## src/rtl/canny_pkg.sv

```systemverilog
// Shared constants and FSM state type for the canny_edge frame feeder and its consumers.
package canny_pkg;

    localparam int unsigned IMG_W        = 256;
    localparam int unsigned IMG_H        = 256;
    localparam int unsigned BURST_LINES  = 4;
    localparam int unsigned BURST_LEN    = BURST_LINES * IMG_W;
    localparam int unsigned FLUSH_BURSTS = 2;

    typedef enum logic [2:0] {
        IDLE,
        SEND,
        WAIT_INTR,
        FLUSH_WAIT,
        FLUSH_SEND,
        DONE
    } feeder_state_t;

endpackage

```

## src/rtl/canny_frame_feeder_if.sv

```systemverilog
// Upstream 8-bit AXI-Stream pixel channel feeding canny_frame_feeder.
interface canny_frame_feeder_if;

    logic [7:0] s_axis_tdata;
    logic       s_axis_tvalid;
    logic       s_axis_tready;

    modport master (output s_axis_tdata, output s_axis_tvalid, input s_axis_tready);
    modport slave  (input s_axis_tdata, input s_axis_tvalid, output s_axis_tready);

endinterface

```

## src/rtl/canny_intr_latch.sv

```systemverilog
// Rising-edge detector on the canny_edge interrupt level with a sticky pending flag.
module canny_intr_latch (
    input  logic clk,
    input  logic rst_n,
    input  logic interrupt,
    input  logic enable,
    input  logic consume,
    output logic pend
);

    logic intr_q;
    logic rise;

    assign rise = interrupt && !intr_q;

    // Consume clears the old flag; an edge in the same cycle re-arms it.
    always_ff @(posedge clk or negedge rst_n) begin
        if (!rst_n) begin
            intr_q <= 1'b0;
            pend   <= 1'b0;
        end else begin
            intr_q <= interrupt;
            pend   <= (pend && !consume) || (rise && enable);
        end
    end

endmodule

```

## src/rtl/canny_frame_feeder.sv

```systemverilog
// Streams one frame into canny_edge in interrupt-paced bursts, then appends zero bursts to drain it.
module canny_frame_feeder #(
    parameter int unsigned IMG_W        = canny_pkg::IMG_W,
    parameter int unsigned IMG_H        = canny_pkg::IMG_H,
    parameter int unsigned BURST_LINES  = canny_pkg::BURST_LINES,
    parameter int unsigned FLUSH_BURSTS = canny_pkg::FLUSH_BURSTS
) (
    input  logic                axi_clk,
    input  logic                axi_rst_n,
    input  logic                frame_start,
    canny_frame_feeder_if.slave s_axis,
    input  logic                dut_ready,
    output logic [7:0]          pixel_in,
    output logic                pixel_in_valid,
    input  logic                interrupt,
    output logic                busy,
    output logic                frame_done
);

    import canny_pkg::*;

    localparam int unsigned BLEN   = BURST_LINES * IMG_W;
    localparam int unsigned TOTAL  = IMG_W * IMG_H;
    localparam int          BEAT_W = $clog2(BLEN) + 1;
    localparam int          PIX_W  = $clog2(TOTAL) + 1;
    localparam int          FL_W   = $clog2(FLUSH_BURSTS) + 1;

    localparam logic [BEAT_W-1:0] BEAT_LAST = BEAT_W'(BLEN - 1);
    localparam logic [PIX_W-1:0]  PIX_LAST  = PIX_W'(TOTAL - 1);
    localparam logic [FL_W-1:0]   FL_LAST   = FL_W'(FLUSH_BURSTS - 1);

    feeder_state_t      state;
    logic [BEAT_W-1:0]  beat_cnt;
    logic [PIX_W-1:0]   pix_total;
    logic [FL_W-1:0]    burst_cnt;
    logic               intr_pend;
    logic               consume;
    logic               beat;

    assign s_axis.s_axis_tready = (state == SEND) && dut_ready;
    assign beat                 = s_axis.s_axis_tvalid && s_axis.s_axis_tready;
    assign busy                 = (state != IDLE);
    assign frame_done           = (state == DONE);

    // Starting a frame also discards any interrupt left over from the previous one.
    assign consume = ((state == IDLE) && frame_start) ||
                     (((state == WAIT_INTR) || (state == FLUSH_WAIT)) && intr_pend);

    canny_intr_latch u_intr_latch (
        .clk       (axi_clk),
        .rst_n     (axi_rst_n),
        .interrupt (interrupt),
        .enable    (busy),
        .consume   (consume),
        .pend      (intr_pend)
    );

    always_ff @(posedge axi_clk or negedge axi_rst_n) begin
        if (!axi_rst_n) begin
            state          <= IDLE;
            beat_cnt       <= '0;
            pix_total      <= '0;
            burst_cnt      <= '0;
            pixel_in       <= '0;
            pixel_in_valid <= 1'b0;
        end else begin
            pixel_in_valid <= 1'b0;
            unique case (state)
                IDLE: begin
                    if (frame_start) begin
                        state     <= SEND;
                        beat_cnt  <= '0;
                        pix_total <= '0;
                        burst_cnt <= '0;
                    end
                end
                SEND: begin
                    if (beat) begin
                        pixel_in       <= s_axis.s_axis_tdata;
                        pixel_in_valid <= 1'b1;
                        pix_total      <= pix_total + 1'b1;
                        if (beat_cnt == BEAT_LAST) begin
                            beat_cnt <= '0;
                            state    <= (pix_total == PIX_LAST) ? FLUSH_WAIT : WAIT_INTR;
                        end else begin
                            beat_cnt <= beat_cnt + 1'b1;
                        end
                    end
                end
                WAIT_INTR: begin
                    if (intr_pend) state <= SEND;
                end
                FLUSH_WAIT: begin
                    if (intr_pend) state <= FLUSH_SEND;
                end
                FLUSH_SEND: begin
                    if (dut_ready) begin
                        pixel_in       <= '0;
                        pixel_in_valid <= 1'b1;
                        if (beat_cnt == BEAT_LAST) begin
                            beat_cnt  <= '0;
                            burst_cnt <= burst_cnt + 1'b1;
                            state     <= (burst_cnt == FL_LAST) ? DONE : FLUSH_WAIT;
                        end else begin
                            beat_cnt <= beat_cnt + 1'b1;
                        end
                    end
                end
                DONE: begin
                    state <= IDLE;
                end
                default: begin
                    state <= IDLE;
                end
            endcase
        end
    end

endmodule

```

## src/flat_wrapper.sv

```systemverilog
// flat-port wrapper written by rule: the top's interface ports become plain ports
module canny_frame_feeder_flat import canny_pkg::*;
#(
    parameter int unsigned IMG_W        = canny_pkg::IMG_W,
    parameter int unsigned IMG_H        = canny_pkg::IMG_H,
    parameter int unsigned BURST_LINES  = canny_pkg::BURST_LINES,
    parameter int unsigned FLUSH_BURSTS = canny_pkg::FLUSH_BURSTS
)
  (axi_clk, axi_rst_n, frame_start, dut_ready, pixel_in, pixel_in_valid, interrupt, busy, frame_done, s_axis_s_axis_tdata, s_axis_s_axis_tvalid, s_axis_s_axis_tready);
  canny_frame_feeder_if s_axis_i ();
  input  logic axi_clk;
  input  logic axi_rst_n;
  input  logic frame_start;
  input  logic dut_ready;
  output logic [7:0] pixel_in;
  output logic pixel_in_valid;
  input  logic interrupt;
  output logic busy;
  output logic frame_done;
  input wire logic [$bits(s_axis_i.s_axis_tdata)-1:0] s_axis_s_axis_tdata;
  input wire logic [$bits(s_axis_i.s_axis_tvalid)-1:0] s_axis_s_axis_tvalid;
  output wire logic [$bits(s_axis_i.s_axis_tready)-1:0] s_axis_s_axis_tready;
  assign s_axis_i.s_axis_tdata = s_axis_s_axis_tdata;
  assign s_axis_i.s_axis_tvalid = s_axis_s_axis_tvalid;
  assign s_axis_s_axis_tready = s_axis_i.s_axis_tready;
  canny_frame_feeder #(.IMG_W(IMG_W), .IMG_H(IMG_H), .BURST_LINES(BURST_LINES), .FLUSH_BURSTS(FLUSH_BURSTS)) u_core (.axi_clk(axi_clk), .axi_rst_n(axi_rst_n), .frame_start(frame_start), .s_axis(s_axis_i), .dut_ready(dut_ready), .pixel_in(pixel_in), .pixel_in_valid(pixel_in_valid), .interrupt(interrupt), .busy(busy), .frame_done(frame_done));
endmodule
```

## config.mk

```make
export PLATFORM = sky130hd
export DESIGN_NAME = canny_frame_feeder_flat
export DESIGN_NICKNAME = d
export VERILOG_FILES = /design/src/rtl/canny_pkg.sv /design/src/rtl/canny_frame_feeder_if.sv /design/src/rtl/canny_intr_latch.sv /design/src/rtl/canny_frame_feeder.sv /design/src/flat_wrapper.sv
export SDC_FILE = /design/constraint.sdc
export NUM_CORES = 1
export LEC_CHECK = 0
export ABC_AREA = 1
export BUFFER_PORTS_ARGS = -buffer_cell sky130_fd_sc_hd__buf_2
export CAP_MARGIN = 20
export CORE_UTILIZATION = 40
export DETAILED_ROUTE_END_ITERATION = 10
export GPL_ROUTABILITY_DRIVEN = 0
export PLACE_DENSITY = 0.64
export SYNTH_ARGS = -nofsm -noshare
export SYNTH_HDL_FRONTEND = slang
export SYNTH_HIERARCHICAL = 1
export SYNTH_SLANG_ARGS = --single-unit
```

## constraint.sdc

```tcl
create_clock -name axi_clk -period 3 [get_ports axi_clk]
set_clock_uncertainty 0.2 [all_clocks]
set_input_delay 0.15 -clock axi_clk [delete_from_list [all_inputs] [get_ports axi_clk]]
set_output_delay 0.15 -clock axi_clk [all_outputs]
set_load 0.01 [all_outputs]
```

## After elaboration in Yosys (flattened, before gate mapping)

Index checks and enable logic that the tools add are counted.

- Add/subtract/negate cells: 3
- Equal/unequal tests: 15
- Mux-type cells: 28
- Reductions and logical operators: 23

Operators with widths:

| operator | count |
|---|---|
| 11-bit two-way mux | 4 |
| 17-bit two-way mux | 2 |
| 17-bit case mux with 2 select lines | 1 |
| 11-bit case mux with 3 select lines | 1 |
| 3-bit two-way mux | 8 |
| 17-bit by 1-bit adder with 17-bit output, second input constant | 1 |
| 17-bit by 16-bit == test with 1-bit output, second input constant | 1 |
| 8-bit two-way mux | 2 |
| 8-bit case mux with 2 select lines | 1 |
| 3-bit case mux with 5 select lines | 1 |
| 11-bit by 1-bit adder with 11-bit output, second input constant | 1 |
| 11-bit by 10-bit == test with 1-bit output, second input constant | 1 |
| 2-bit != test, second input constant | 5 |
| 4-bit AND reduction | 2 |
| 1-bit logical AND | 7 |
| 7-bit AND reduction | 1 |
| 3-bit by 2-bit == test with 1-bit output, second input constant | 2 |
| 3-bit == test, second input constant | 2 |
| 2-bit two-way mux | 3 |
| 3-bit AND reduction | 2 |
| 2-bit nonzero test | 3 |
| 3-bit nonzero test | 2 |
| 2-bit by 1-bit != test with 1-bit output, second input constant | 2 |
| 2-bit case mux with 2 select lines | 1 |
| 8 further kinds | 13 |

- Flip-flop bits (word level): 44
- Input bits: 14
- Output and inout port bits: 12
- Logic and storage cells: 77

## Logic depth before layout (Yosys ltp)

- Word-level depth: 7
- Mapped depth: 10
- Gate-level depth less buffers: 10

## By module

Netlist, hierarchy kept.

Modules (own cells, without submodules):

| module | times used | cells each | area each (um2) | sequential area each (um2) |
|---|---|---|---|---|
| canny_frame_feeder | 1 | 339 | 2459.9 | 1051.0 |
| canny_intr_latch | 1 | 7 | 70.1 | 50.0 |

## Worst setup path after synthesis

OpenSTA, ideal clock, no wires.

- Path type: register to register
- Start: register u_core.pix_total[0]
- End: register u_core.state[0]
- Setup time: 66 ps
- Data arrival time: 1601 ps
- Required time: 2734 ps
- Slack: 1133 ps
- Stages on the path, launching flop included: 11
- Buffers on the path: 0
- Period minus slack after synthesis: 1867 ps
- Cells stage by stage: dfrtp_1 ha_1 nand3_1 nor2_1 and2_1 nor3b_1 ha_1 a21oi_1 nor2_1 nand4_1 nand2_1

- Longest elaborated chain between the ends: 5

Ends and longest elaborated chain:

| element | line | RTL |
|---|---|---|
| start, declared | canny_frame_feeder.sv:34 | `logic [PIX_W-1:0] pix_total;` |
| start signal, assigned | canny_frame_feeder.sv:81 | `pix_total <= pix_total + 1'b1;` |
| 17-bit by 16-bit == test with 1-bit output | canny_frame_feeder.sv:84 | `state <= (pix_total == PIX_LAST) ? FLUSH_WAIT : WAIT_INTR;` |
| 1-bit two-way mux | canny_frame_feeder.sv:84 |  |
| 3-bit two-way mux | canny_frame_feeder.sv:82 | `if (beat_cnt == BEAT_LAST) begin` |
| 3-bit two-way mux | canny_frame_feeder.sv:78 | `if (beat) begin` |
| 3-bit case mux with 5 select lines | canny_frame_feeder.sv:68 | `unique case (state)` |
| end signal, assigned | canny_frame_feeder.sv:84 |  |
| end signal, assigned | canny_frame_feeder.sv:103 | `state <= (burst_cnt == FL_LAST) ? DONE : FLUSH_WAIT;` |
| end, declared | canny_frame_feeder.sv:32 | `feeder_state_t state;` |

Every way passes these cells. The select of a mux whose other input is x is not followed.
A chain may end at the register's enable or synchronous reset.

## Worst setup path after layout

- Start: register u_core.pix_total[1]
- End: register u_core.state[0]

Same word-level chain as after synthesis.

==> flow_summary_export.csv <==
group,metric,value,unit
clock_tree,cts_max_path_buffers,2,
critical_path,cp_slowest_cell,"dfrtp_1",
finish,drive_gt1_share,14.0,%
pwr,power.density,659,mW/mm²
place,portBuffers,25,
clock_tree,h-tree-depth,2,
critical_path,setup.worst_path.start_class,"register",
synthesis,netlist_area,0.00253,mm²
synthesis,synth_nets,364,
route,drt_wl_total,5690,µm
critical_path,r2r_slack,0.89,ns
timing,slew_violations,0,
route,drt-initial-drc-count,121,
critical_path,crit_start,"u_core/pix_total[1]",
synthesis,ys_seq_elements,44,
finish,layout_common_cells,"123 x nand2_1, 44 x dfrtp_1, 35 x nand3_1, 34 x inv_1, 27 x nor2_1",
critical_path,crit_type,"register to register",
timing,hold_viol,0,
clock_tree,cts_buffers,5,
global_routing,antenna_found_initial,0,
critical_path,critPathBufInv,0,
synthesis,async_flop_share,100,%
finish,fin_nets,403,
pwr,swShare,42.2,%
critical_path,cp_top_family,"simple AND/OR/NAND/NOR gates",
clock_tree,cts_sinks,44,
critical_path,cp_data_required_time,3.04,ns
critical_path,r2r-start,"u_core/pix_total[1]",
synthesis,synth_seq_area_share,43.5,%
die,num_rows,28,
route,drcViolationCount,0,
timing,maxSlewHeadroom,69.8,%
die,coreArea,0.00603,mm²
critical_path,critical-path-max-stage-delay,0.40,ns
finish,final_common_cell,"nand2_1",
clock_tree,cts_resized,0,
finish,area_growth,16.4,%
pwr,ir_drop,433,µV
route,num_vias,2326,
synthesis,synth_enable_flop_cells,0,
synthesis,synth_cell_types,33,
finish,antenna_cells,0,
min_path,min_path_type,"input port to async pin",
route,antenna_left,0,
timing,clock.fmax,0.473,GHz
timing,tns,0,ns
pwr,clockPowerShare,20.1,%
die,die_w,81.5,µm
run,maxCapViolations,0,
timing,min_period,2.11,ns
place,place_hpwl,3970,µm
critical_path,r2r_end,"u_core/state[0]",
pwr,p_sw,0.000818,W
place,dp.cells,442,
global_routing,grt_pass1_wl,9720,µm
synthesis,synth.avg_cell_area,7.31,µm²
die,dieArea,0.00665,mm²
die,pin_count,26,
critical_path,cp-end-kind,"register",
critical_path,arrival,2.15,ns
synthesis,yosys_warnings,6,
global_routing,grt_max_degree,45,
global_routing,first_global_vias,2101,
pwr,p_leak,1.50,nW
finish,final_cells,461,
clock_tree,clkTransAtPathRegs,0.09,ns
route,wire_per_inst,12.4,µm
die,start_util,42.0,%
synthesis,ys.flop_type,"dfrtp_1",
critical_path,crit_fanout,5,
synthesis,syn-instance-count,346,
status,status,"finished, final reports clean",
timing,setup_viol,0,
die,die_h,81.5,µm
timing,worst_slew_pin_slew,0.452,ns
clock_tree,cts_root_buf,"clkbuf_8",
clock_tree,clk_latency,0.29,ns
global_routing,grt-ovfl-total,0,
critical_path,cp.depth,10,
timing,rsz0062_at_grt,"false",
route,viasPerCell,5.05,
global_routing,track_usage,19.2,%
pwr,pwr-share-seq,41.0,%
pwr,p_int,0.00112,W
critical_path,cp-endpoint,"u_core/state[0]",
pwr,share_comb_of_total_power,38.8,%
critical_path,r2r_cells,10,
timing,fin_crit_sh,70.5,%
clock_tree,cts_tree,"done",
route,firstDrtPassIters,4,
critical_path,critical_path.cell_chain,"ha_1, nand3_1, nor2_1, and2_1, nor3b_1, ha_1, a21oi_1, nor2_1, nand4_1, nand2_1",
[layout make-up]
cell class | count | area, µm²
fillers | 606 | 3080
multi-input cells | 260 | 1260
flip-flops and latches | 44 | 1100
repair buffers | 37 | 253
inverters | 37 | 139
well taps | 75 | 93.8
clock buffers | 7 | 86.3
clock inverters | 1 | 7.51
[registers in the layout, summed over array words and instances, names as in the netlist]
name	cells
u_core/pixel_in	8
u_core/u_intr_latch/intr_q	1
u_core/pixel_in_valid	1
u_core/pix_total	17
u_core/state	3
u_core/beat_cnt	11
u_core/u_intr_latch/pend	1
u_core/burst_cnt	2
[worst register-to-register path, stage by stage, from the launching register on]
cell and delay [ns]:
dfrtp_1 0.40, ha_1 0.20, nand3_1 0.08, nor2_1 0.24
and2_1 0.21, nor3b_1 0.23, ha_1 0.19, a21oi_1 0.06
nor2_1 0.08, nand4_1 0.09, nand2_1 0.08
[routing by layer]
metal / vias to the layer above / global-route usage, % / routed length (µm)
met1: 1065 / 27.9 / 2890
met4: 0 / 6.61 / 49
met2: 60 / 28.7 / 2490
li1: 1197 / - / -
met3: 4 / 3.22 / 265
met5: - / 0 / 0
[how the worst min path moves through the flow]
stage | end | cells past startpoint | startpoint | slack, ns
after floorplan | u_core/beat_cnt[0] | 0 | axi_rst_n | -0.35
after global placement | u_core/u_intr_latch/intr_q | 1 | interrupt | 0.08
after detailed placement | u_core/u_intr_latch/intr_q | 1 | interrupt | 0.08
after CTS | u_core/pixel_in_valid | 3 | dut_ready | 0.08
after global routing | u_core/pixel_in_valid | 3 | dut_ready | 0.09
final | u_core/u_intr_latch/intr_q | 2 | axi_rst_n | 0.08
[cell usage after synthesis, drive strengths merged, types with 3 or more instances]
| cell type | instances | area [µm²] |
|---|---|---|
| a21oi | 7 | 38.8 |
| nor2 | 31 | 141 |
| nand4 | 15 | 93.8 |
| buf | 4 | 22.5 |
| or2 | 4 | 25.0 |
| nand3 | 37 | 203 |
| inv | 37 | 139 |
| ha | 4 | 50.1 |
| xor2 | 4 | 35.0 |
| nand2 | 127 | 487 |
| dfrtp | 44 | 1100 |
| o21bai | 3 | 22.5 |
| o21ai | 17 | 92.6 |
| nor3 | 3 | 15.0 |
[power by group through the flow]
stage	logic [W]	registers, W	clock network, W
floorplan	0.000517	0.000814	0
global placement	0.000730	0.000802	0
CTS	0.000754	0.000795	0.000402
global route	0.000860	0.000813	0.000429
finish	0.000753	0.000796	0.000391
detailed placement	0.000743	0.000804	0
[cells by family after synthesis]
| kind of cell | share of synthesized area (%) |
|---|---|
| simple gates | 39.0 |
| flops | 43.5 |
| buf+inv | 6.53 |
| compound gates | 7.27 |
| xor+xnor | 1.73 |
| fa+ha+maj | 1.98 |
[through the flow]
stage / cell area (µm²) / total power [W] / hold slack [ns] / setup slack (ns) / utilization (%)
3_3_place_gp: 2730 / 0.00153 / 0.0760 / 1.01 / 45.3
6_report: 2940 / 0.00194 / 0.0787 / 0.886 / 48.9
5_1_grt: 2940 / 0.00210 / 0.0927 / 0.631 / 48.9
2_1_floorplan: 2530 / 0.00133 / -0.346 / 1.13 / -
3_5_place_dp: 2730 / 0.00155 / 0.0801 / 0.926 / 45.3
4_1_cts: 2920 / 0.00195 / 0.0808 / 0.906 / 48.5
[timing repair]
item / 4_1_cts / 5_1_grt
endpoints found under the hold margin: 54 / 0
setup buffers: 0 / 0
hold buffers: 10 / 0
Power figures use the tool's default switching activity.
